File: src/rtl/alu_sequencer.sv
// Issue/writeback sequencer for a combinational N-bit ALU: queues register-addressed
// instructions, feeds operands from a local register file, and writes results back.
module alu_sequencer #(
  parameter int N     = 8,
  parameter int REGS  = 4,
  parameter int DEPTH = 4
) (
  input  logic                    clk,
  input  logic                    rst_n,
  input  logic                    in_valid,
  output logic                    in_ready,
  input  logic [3:0]              in_op,
  input  logic [$clog2(REGS)-1:0] in_rd,
  input  logic [$clog2(REGS)-1:0] in_rs1,
  input  logic [$clog2(REGS)-1:0] in_rs2,
  input  logic [N-1:0]            in_imm,
  input  logic                    in_signed,
  output logic [N-1:0]            alu_a,
  output logic [N-1:0]            alu_b,
  output logic [3:0]              alu_operation,
  output logic                    alu_signed,
  input  logic [N-1:0]            alu_result,
  output logic                    done_valid,
  output logic [$clog2(REGS)-1:0] done_rd,
  output logic [N-1:0]            done_data,
  output logic                    done_err,
  input  logic [$clog2(REGS)-1:0] dbg_addr,
  output logic [N-1:0]            dbg_data
);

  localparam int AW = $clog2(REGS);
  localparam int PW = $clog2(DEPTH);
  localparam int CW = PW + 1;
  localparam logic [3:0] OP_DIV   = 4'd3;
  localparam logic [3:0] OP_LOADI = 4'hF;

  typedef struct packed {
    logic [3:0]    op;
    logic [AW-1:0] rd;
    logic [AW-1:0] rs1;
    logic [AW-1:0] rs2;
    logic [N-1:0]  imm;
    logic          sgn;
  } instr_t;

  typedef enum logic [1:0] {IDLE, EXEC, WB} state_t;

  state_t        state_q, state_d;
  instr_t        fifo_mem [DEPTH];
  logic [PW-1:0] wr_ptr, rd_ptr;
  logic [CW-1:0] count;
  instr_t        ir;
  logic [N-1:0]  regs [REGS];

  logic          push, pop, err;
  logic [N-1:0]  rs2_val, result;

  // in_ready looks only at the registered count, so a full FIFO refuses a push
  // even when the head is popped on the same edge.
  assign in_ready = rst_n && (count < CW'(DEPTH));
  assign push     = in_valid && in_ready;
  assign pop      = (state_q == IDLE) && (count != '0);

  // NOTE: storage entries carry no reset; only pointers and count define validity.
  always_ff @(posedge clk) begin
    if (push) fifo_mem[wr_ptr] <= '{op: in_op, rd: in_rd, rs1: in_rs1, rs2: in_rs2,
                                   imm: in_imm, sgn: in_signed};
  end

  // NOTE: sequential state uses non-blocking assignments so every register samples
  // pre-edge values regardless of statement order.
  always_ff @(posedge clk) begin
    if (!rst_n) begin
      wr_ptr <= '0;
      rd_ptr <= '0;
      count  <= '0;
    end else begin
      if (push) wr_ptr <= wr_ptr + PW'(1);
      if (pop)  rd_ptr <= rd_ptr + PW'(1);
      case ({push, pop})
        2'b10:   count <= count + CW'(1);
        2'b01:   count <= count - CW'(1);
        default: count <= count;
      endcase
    end
  end

  assign rs2_val = regs[ir.rs2];
  assign err     = (ir.op inside {[4'd9:4'd14]}) || ((ir.op == OP_DIV) && (rs2_val == '0));
  assign result  = (ir.op == OP_LOADI) ? ir.imm : alu_result;

  // NOTE: every combinational output gets a default first so no latch is inferred.
  always_comb begin
    alu_a         = '0;
    alu_b         = '0;
    alu_operation = '0;
    alu_signed    = 1'b0;
    if (state_q == EXEC) begin
      alu_a         = regs[ir.rs1];
      alu_b         = rs2_val;
      alu_operation = ir.op;
      alu_signed    = ir.sgn;
    end
  end

  always_comb begin
    state_d = state_q;
    case (state_q)
      IDLE:    if (pop) state_d = EXEC;
      EXEC:    state_d = WB;
      WB:      state_d = IDLE;
      default: state_d = IDLE;
    endcase
  end

  always_ff @(posedge clk) begin
    if (!rst_n) begin
      state_q   <= IDLE;
      ir        <= '0;
      done_rd   <= '0;
      done_data <= '0;
      done_err  <= 1'b0;
      for (int i = 0; i < REGS; i++) regs[i] <= '0;
    end else begin
      state_q <= state_d;
      if (pop) ir <= fifo_mem[rd_ptr];
      if (state_q == EXEC) begin
        if (!err) regs[ir.rd] <= result;
        done_rd   <= ir.rd;
        done_data <= err ? '0 : result;
        done_err  <= err;
      end
    end
  end

  assign done_valid = (state_q == WB);
  assign dbg_data   = regs[dbg_addr];

endmodule

File: config.mk
export PLATFORM = sky130hd
export DESIGN_NAME = alu_sequencer
export DESIGN_NICKNAME = d
export VERILOG_FILES = /design/src/rtl/alu_sequencer.sv
export SDC_FILE = /design/constraint.sdc
export NUM_CORES = 1
export LEC_CHECK = 0
export ABC_CLOCK_PERIOD_IN_PS = 2300
export CAP_MARGIN = 10
export CORE_MARGIN = 2
export CORE_UTILIZATION = 51
export CTS_CLUSTER_SIZE = 10
export DETAILED_ROUTE_END_ITERATION = 10
export PLACE_DENSITY = 0.81
export SETUP_SLACK_MARGIN = 0.02
export SLEW_MARGIN = 20
export SYNTH_ARGS = -nofsm -noshare
export SYNTH_HDL_FRONTEND = slang
export SYNTH_SLANG_ARGS = --single-unit
File: constraint.sdc
create_clock -name clk -period 2.3 [get_ports clk]
set_input_delay 0.46 -clock clk [delete_from_list [all_inputs] [get_ports clk]]
set_output_delay 0.46 -clock clk [all_outputs]
set_load 0.01 [all_outputs]
Word level (Yosys, flattened, before mapping)
Memory sizes are Yosys's and may differ from the RTL's. A register that Yosys moved wholly into a read port is not among the register bits.
Cells that the tools add are included.
{"block": "word_totals", "memories": 2, "mem_bits_rw": 108, "inputBits": 32, "regBits": 20}
{"block": "op_classes", "n_eq_ne": 7, "n_mux": 19, "n_reduce_logical": 12, "n_addsub": 4, "magnitude_cmp": 3}
{"memory": "fifo_mem", "depth": 4, "word_bits": 19, "read_ports": 1, "rd_ports_with_merged_regs": 1, "wr": 1, "line": "49", "rtl": "instr_t fifo_mem [DEPTH];"}
{"memory": "regs", "depth": 4, "word_bits": 8, "read_ports": 3, "rd_ports_with_merged_regs": 0, "wr": 4, "line": "53", "rtl": "logic [N-1:0] regs [REGS];"}
{"cell": "$mux 8", "n": 5}
{"cell": "$mux 1", "n": 9}
{"cell": "$logic_not 8->1", "n": 1}
{"cell": "$reduce_or 8->1", "n": 1}
{"cell": "$pmux 3 s2", "n": 1}
{"cell": "$logic_and 1x1->1", "n": 5}
{"cell": "$add 2x1->2 const B", "n": 2}
{"cell": "$eq 2x1->1 const B", "n": 2}
{"cell": "$eq 2x2->1 const B", "n": 2}
{"cell": "$eq 4x2->1 const B", "n": 1}
{"cell": "$eq 4x4->1 const B", "n": 1}
{"cell": "$ge 4x4->1 const B", "n": 1}
{"cell": "$le 4x4->1 const B", "n": 1}
{"cell": "$mux 2", "n": 2}
{"cell": "$mux 4", "n": 1}
{"cell": "$pmux 2 s2", "n": 1}
{"cell": "$add 3x1->3 const B", "n": 1}
{"cell": "$lt 3x3->1 const B", "n": 1}
{"cell": "$reduce_bool 3->1", "n": 1}
{"cell": "$sub 3x1->3 const B", "n": 1}
{"cell": "$logic_not 2->1", "n": 1}
{"cell": "$ne 2x2->1 const B", "n": 1}
{"cell": "$reduce_bool 2->1", "n": 1}
{"cell": "$logic_not 1->1", "n": 1}
{"cell": "$logic_or 1x1->1", "n": 1}

Logic depth before layout (Yosys ltp)
Gate-level depths: netlist of run 1.
An unclocked memory read counts as a cell.
{"block": "depth", "word_depth": 10, "depth_mapped": 10, "depth_no_buf": 9}

Least setup slack after synthesis of run 1
Ideal clock, no wire load.
{"block": "synth_path", "kind": "register -> register", "startpoint": "register, netlist name ir[10]", "endpoint": "memory regs[2][0] (enable)", "arrival_ns": 2.032, "required_ns": 1.902, "setup_time_ns": 0.398, "path_slack_ns": -0.130, "path_buffers": 1, "stages_incl_launch_ff": 6, "path_cell_list": "dfxtp_1 > clkbuf_1 > mux4_2 > nor3_1 > and3_1 > o41ai_1"}
{"element": "end: declaration", "line": "53"}

==> impl_metrics.env, run 1 <==
export IMPL_tightest_slew_ps=578
export IMPL_dpl_hpwl_mm=10.0
export IMPL_placed_cell_area_um2=7950
export IMPL_cp_cell_sequence="buf_4 -> mux4_2 -> or4_4 -> nor3_4 -> buf_12 -> buf_16 -> nor3_1"
export IMPL_core_area_um2=12500
export IMPL_postCtsHoldBufs=0
export IMPL_swShare=0.319
export IMPL_fmax_ghz=0.407
export IMPL_final_common_cell="edfxtp_1"
export IMPL_crit_family="simple AND/OR/NAND/NOR gates"
export IMPL_hold_path_class="reg2reg"
export IMPL_die_w_um=116
export IMPL_pwr_share_seq=0.365
export IMPL_fin_worst_skew_ps=10.2
export IMPL_cpPeakStageDelay_ps=510
export IMPL_final_max_slew_viol_count=0
export IMPL_combPwrFrac=0.358
export IMPL_track_usage=0.247
export IMPL_worstPathRequired_ps=2430
export IMPL_leakagePower_nw=3.18
export IMPL_grt_pass1_wl_mm=24.7
export IMPL_p_sw_mw=3.15
export IMPL_cp_end_kind="register"
export IMPL_synth_fp_nets=482
export IMPL_yosysSeqAreaShare=0.624
export IMPL_ys_warn_count=0
export IMPL_gp_congestion=0.816
export IMPL_pre_cts_ws_ps=-283
export IMPL_yosysTopAreaCell="edfxtp_1"
export IMPL_firstDrtPassIters=5
export IMPL_synth_flop_cell="edfxtp_1"
export IMPL_ys_ff_latch=147
export IMPL_wl_per_cell_um=20.7
export IMPL_crit_arrival_ps=2590
export IMPL_die_area_um2=13600
export IMPL_worst_slack_ps=-157
export IMPL_grt_max_degree=31
export IMPL_drt_total_wl_mm=15.9
export IMPL_synth_async_reset_ratio=0
export IMPL_yosys_top_cells_area="edfxtp_1 50%, mux4_2 14%, dfxtp_1 12%, nand2_1 3.6%, nor3_1 2.6%"
export IMPL_drive_gt1_frac=0.404
export IMPL_setup_viol=69
export IMPL_criticalPathCategory="reg2reg"
export IMPL_synth_cell_types=36
export IMPL_slew_headroom=0.614
export IMPL_cp_max_fo=8
export IMPL_num_vias=4467
export IMPL_clock_latency_ps=410
export IMPL_portBuffers=73
export IMPL_max_cap_violations=0
export IMPL_cts_buffer_depth=2
export IMPL_netlist_area_um2=6450
export IMPL_numCtsBuffers=17
export IMPL_detail_route_antenna_nets=0
export IMPL_post_route_drc_count=0
export IMPL_p_int_mw=6.74
export IMPL_rows=41
export IMPL_n_antenna_cell=0
export IMPL_clock_sinks=147
export IMPL_rsz0062_at_grt="yes"
export IMPL_viasPerCell=5.79
export IMPL_first_global_vias=4748
export IMPL_period_share=1.07
export IMPL_area_growth_pct=38.2
export IMPL_syn_area_per_cell_um2=14.5
export IMPL_seq_area_um2=4040
export IMPL_p_per_area_nw_per_um2=1110
export IMPL_fin_nets=624
export IMPL_ir_drop_mv=0.717
export IMPL_final_cell_mix="108 x edfxtp_1, 61 x nand2_1, 53 x buf_4"
export IMPL_root_buffer="clkbuf_16"
export IMPL_status="finished, violations left"
export IMPL_ios=74
export IMPL_synth_edf_count=108
export IMPL_yosysTopAreaCellShare=0.503
export IMPL_stdcell_area_um2=8910
export IMPL_multi_input_area_um2=2550
export IMPL_initial_utilization=0.517
export IMPL_clock_power_share=0.277
export IMPL_cts_tree="done"
export IMPL_clk_pin_slew_ps=60
export IMPL_crit_buf_inv=3
export IMPL_fillers=787
export IMPL_grt_ovfl_total=0
export IMPL_cp_slowest_cell="mux4_2"
export IMPL_die_height_um=116
export IMPL_ctsHtreeMaxLevel=4
export IMPL_period_minus_slack_ps=2460
export IMPL_fin_total_pwr_mw=9.89
export IMPL_drt_iter0_drc=375
export IMPL_syn_inst=444
export IMPL_antenna_found_initial=0
export IMPL_timing_final_hold_violations=0
export IMPL_start_kind="register"
export IMPL_failed_checks="negative setup slack"
[layer usage]
layer,vias to the layer above,track usage,wire length [µm]
met5,-,0,0
met3,46,0.0426,858
met2,201,0.436,8520
met4,0,0.131,618
li1,1994,-,-
met1,2226,0.289,5930
[final cells by class]
class	instances	share of cell area
inverters	10	0.00421
clock buffers	18	0.0481
flip-flops and latches	147	0.453
multi-input cells	259	0.287
repair buffers	151	0.166
clock inverters	14	0.0182
well taps	172	0.0241
[stage by stage]
stage / setup TNS [ps] / utilization / cells / hold WS (ps)
2_1_floorplan: -7600 / - / 444 / 432
3_3_place_gp: -9500 / 0.637 / 724 / 443
3_5_place_dp: -10730 / 0.637 / 724 / 448
4_1_cts: -6470 / 0.703 / 766 / 456
5_1_grt: -8350 / 0.715 / 771 / 480
6_report: -5150 / 0.715 / 771 / 454
[cell usage after synthesis, types with 5 or more instances]
| master | n |
|---|---|
| a211oi_1 | 8 |
| a21oi_1 | 23 |
| and2_1 | 21 |
| and3_1 | 5 |
| buf_1 | 6 |
| buf_6 | 6 |
| clkbuf_1 | 16 |
| dfxtp_1 | 39 |
| edfxtp_1 | 108 |
| ha_1 | 5 |
| inv_1 | 9 |
| mux2_2 | 8 |
| mux4_2 | 41 |
| nand2_1 | 61 |
| nand3_1 | 5 |
| nor2_1 | 8 |
| nor3_1 | 34 |
| nor4b_1 | 9 |
[cells by family after synthesis]
logic type	Yosys count	share of synthesized area
compound gates	39	0.0373
xor+xnor	5	0.00679
fa+ha+maj	6	0.0128
buf+inv	38	0.0291
flops	147	0.624
mux	51	0.165
simple gates	158	0.125
[path summary, 6_finish.rpt]
| kind | from | endpoint | slack [ps] | cells past startpoint |
|---|---|---|---|---|
| hold / removal | ir[1]$_SDFFE_PN0P_ | ir[1]$_SDFFE_PN0P_ | 450 | 2 |
| setup / recovery | ir[9]$_SDFFE_PN0P_ | regs[2][6]$_SDFFCE_PN0P_ | -160 | 7 |
| setup reg to reg | ir[9]$_SDFFE_PN0P_ | regs[2][6]$_SDFFCE_PN0P_ | -160 | 7 |
| hold reg to reg | ir[1]$_SDFFE_PN0P_ | ir[1]$_SDFFE_PN0P_ | 450 | 2 |
[power by group through the flow]
stage / registers (mW) / logic (mW) / clock network (mW)
after floorplan: 3.49 / 1.93 / 0
after global placement: 3.58 / 2.93 / 0
after detailed placement: 3.62 / 3.05 / 0
after CTS: 3.58 / 3.33 / 2.76
after global routing: 3.66 / 3.80 / 2.85
final: 3.61 / 3.54 / 2.74
[sequential cells by signal, indices dropped and copies added (netlist names)]
| name | flops |
|---|---|
| count | 3 |
| done_data | 8 |
| done_err | 1 |
| done_rd | 2 |
| fifo_mem | 76 |
| ir | 19 |
| rd_ptr | 2 |
| regs | 32 |
| state_q | 2 |
| wr_ptr | 2 |
[worst min-delay path, stage by stage (launching register included)]
cell     delay [ps]
dfxtp_1         310
nand2_1          50
a21oi_1          50
[timing repair]
item | in CTS | in global routing
buffers inserted | 7 | 4
gates cloned | 3 | 1
resized for setup | 109 | 39
pin swaps | 4 | 6
setup endpoints to repair | 101 | 91
No activity file was read; power rests on OpenSTA's default activity.
==> run 2, diff against run 1 <==
--- a/config.mk
+++ b/config.mk
@@ -7,10 +7,10 @@
 export LEC_CHECK = 0
 export ABC_CLOCK_PERIOD_IN_PS = 2300
 export CAP_MARGIN = 10
-export CORE_MARGIN = 2
 export CORE_UTILIZATION = 51
 export CTS_CLUSTER_SIZE = 10
 export DETAILED_ROUTE_END_ITERATION = 10
+export GPL_ROUTABILITY_DRIVEN = 0
 export PLACE_DENSITY = 0.81
 export SETUP_SLACK_MARGIN = 0.02
 export SLEW_MARGIN = 20
==> impl_metrics.env, run 2 (synthesis results as in run 1) <==
export IMPL_drt_iter0_drc=406
export IMPL_grt_pass1_wl_mm=24.2
export IMPL_firstDrtPassIters=6
export IMPL_fillers=731
export IMPL_timing_final_hold_violations=0
export IMPL_clk_pin_slew_ps=60
export IMPL_first_global_vias=4663
export IMPL_stdcell_area_um2=8820
export IMPL_final_common_cell="edfxtp_1"
export IMPL_dpl_hpwl_mm=10.1
export IMPL_ir_drop_mv=0.822
export IMPL_leakagePower_nw=3.17
export IMPL_r2r_setup_slack_ps=-140
export IMPL_ios=74
export IMPL_placed_cell_area_um2=7960
export IMPL_cpPeakStageDelay_ps=540
export IMPL_cp_end_kind="register"
export IMPL_fin_hold_ws_ps=451
export IMPL_cpMostUsedCell="buf_6"
export IMPL_clock_latency_ps=420
export IMPL_worst_slack_ps=-138
export IMPL_antenna_found_initial=0
export IMPL_period_share=1.06
export IMPL_die_height_um=114
export IMPL_status="finished, violations left"
export IMPL_drt_total_wl_mm=15.7
export IMPL_track_usage=0.250
export IMPL_final_cell_mix="108 x edfxtp_1, 61 x nand2_1, 51 x buf_4"
export IMPL_criticalPathCategory="reg2reg"
export IMPL_rows=40
export IMPL_area_growth_pct=36.8
export IMPL_fin_nets=622
export IMPL_drive_gt1_frac=0.385
export IMPL_worstPathRequired_ps=2430
export IMPL_n_antenna_cell=0
export IMPL_fmax_ghz=0.410
export IMPL_fin_worst_skew_ps=9.55
export IMPL_hold_path_class="reg2reg"
export IMPL_cp_cell_sequence="buf_6 -> buf_6 -> mux4_2 -> or3_4 -> nor3_4 -> buf_6 -> buf_16 -> nor3_2"
export IMPL_cp_max_fo=8
export IMPL_start_kind="register"
export IMPL_largestRegisters="fifo_mem (76), regs (32), ir (19)"
export IMPL_viasPerCell=5.84
export IMPL_setup_viol=71
export IMPL_slew_headroom=0.486
export IMPL_initial_utilization=0.530
export IMPL_crit_family="simple AND/OR/NAND/NOR gates"
export IMPL_crit_arrival_ps=2570
export IMPL_root_buffer="clkbuf_16"
export IMPL_post_route_drc_count=0
export IMPL_crit_buf_inv=4
export IMPL_pre_cts_ws_ps=-296
export IMPL_core_area_um2=12200
export IMPL_detail_route_antenna_nets=0
export IMPL_tightest_slew_ps=769
export IMPL_period_minus_slack_ps=2440
export IMPL_rsz0062_at_grt="yes"
export IMPL_die_area_um2=13100
export IMPL_portBuffers=73
export IMPL_cp_slowest_cell="mux4_2"
export IMPL_clock_sinks=147
export IMPL_max_cap_violations=0
export IMPL_grt_max_degree=26
export IMPL_p_per_area_nw_per_um2=1080
export IMPL_post_route_util=0.725
export IMPL_failed_checks="negative setup slack"
export IMPL_numCtsBuffers=17
export IMPL_largest_register_ffs=76
export IMPL_final_max_slew_viol_count=0
export IMPL_die_w_um=114
export IMPL_regMostFlops="fifo_mem"
export IMPL_wl_per_cell_um=20.5
export IMPL_cts_buffer_depth=2
export IMPL_cts_tree="done"
export IMPL_fin_total_pwr_mw=9.56
export IMPL_grt_ovfl_total=0
export IMPL_ctsHtreeMaxLevel=4
export IMPL_num_vias=4464
run 2: cell types whose count changed in the layout (fill, tap and decap cells not counted), moves of 3 or more:
| cell | before | now |
|---|---|---|
| nor3_4 | 2 | 7 |
| nor3_1 | 5 | 8 |
| clkinvlp_4 | 5 | 2 |
| nor3_2 | 28 | 20 |
| inv_6 | 1 | 5 |
run 2: cell type report:
cell class | instances | area (µm²) | share of cell area
sequential | 147 | 4030 | 0.457
multi-input combinational | 259 | 2530 | 0.287
inverter | 10 | 37.5 | 0.00426
clock buffer | 18 | 429 | 0.0487
clock inverter | 14 | 128 | 0.0145
tap | 168 | 210 | 0.0238
timing repair buffer | 149 | 1450 | 0.164
run 2: repair_timing:
item	4_1_cts	5_1_grt
hold buffers	0	0
gates resized for setup	92	39
pin swaps	2	2
cloned	2	2
buffers inserted	6	1
setup endpoints to repair	100	92
run 2: worst paths after layout:
check,end,cells after the start,from
worst max-delay path,regs[1][5]$_SDFFCE_PN0P_,8,ir[9]$_SDFFE_PN0P_
worst min register to register,ir[0]$_SDFFE_PN0P_,2,ir[0]$_SDFFE_PN0P_
worst min-delay path,ir[0]$_SDFFE_PN0P_,2,ir[0]$_SDFFE_PN0P_
worst max register to register,regs[1][5]$_SDFFCE_PN0P_,8,ir[9]$_SDFFE_PN0P_
run 2: report_power, final:
group | switching [mW] | internal, mW
Sequential | 0.337 | 3.26
Combinational | 1.70 | 1.68
Clock | 1.08 | 1.50
Total | 3.12 | 6.44
run 2: worst register-to-register path, stage by stage, from the launching register on:
cell and delay [ps]:
dfxtp_4 410, buf_6 130, buf_6 90, mux4_2 540, or3_4 410, nor3_4 210
buf_6 170, buf_16 160, nor3_2 50
run 2: layer usage:
metal  global-route usage  wire [µm]  up-vias  share of wire
li1                     -          -     1992              -
met4                0.117        625        0          0.040
met3               0.0439        812       47          0.052
met5                    0          0        -              0
met1                0.288       5850     2225           0.37
met2                0.453       8370      200           0.53
run 2: metrics by stage:
stage               std cells  TNS (ps)
finish                    765     -6280
global route              765    -10210
CTS                       762     -2830
detailed placement        722    -11430
global placement          722     -8270
floorplan                 444     -7600
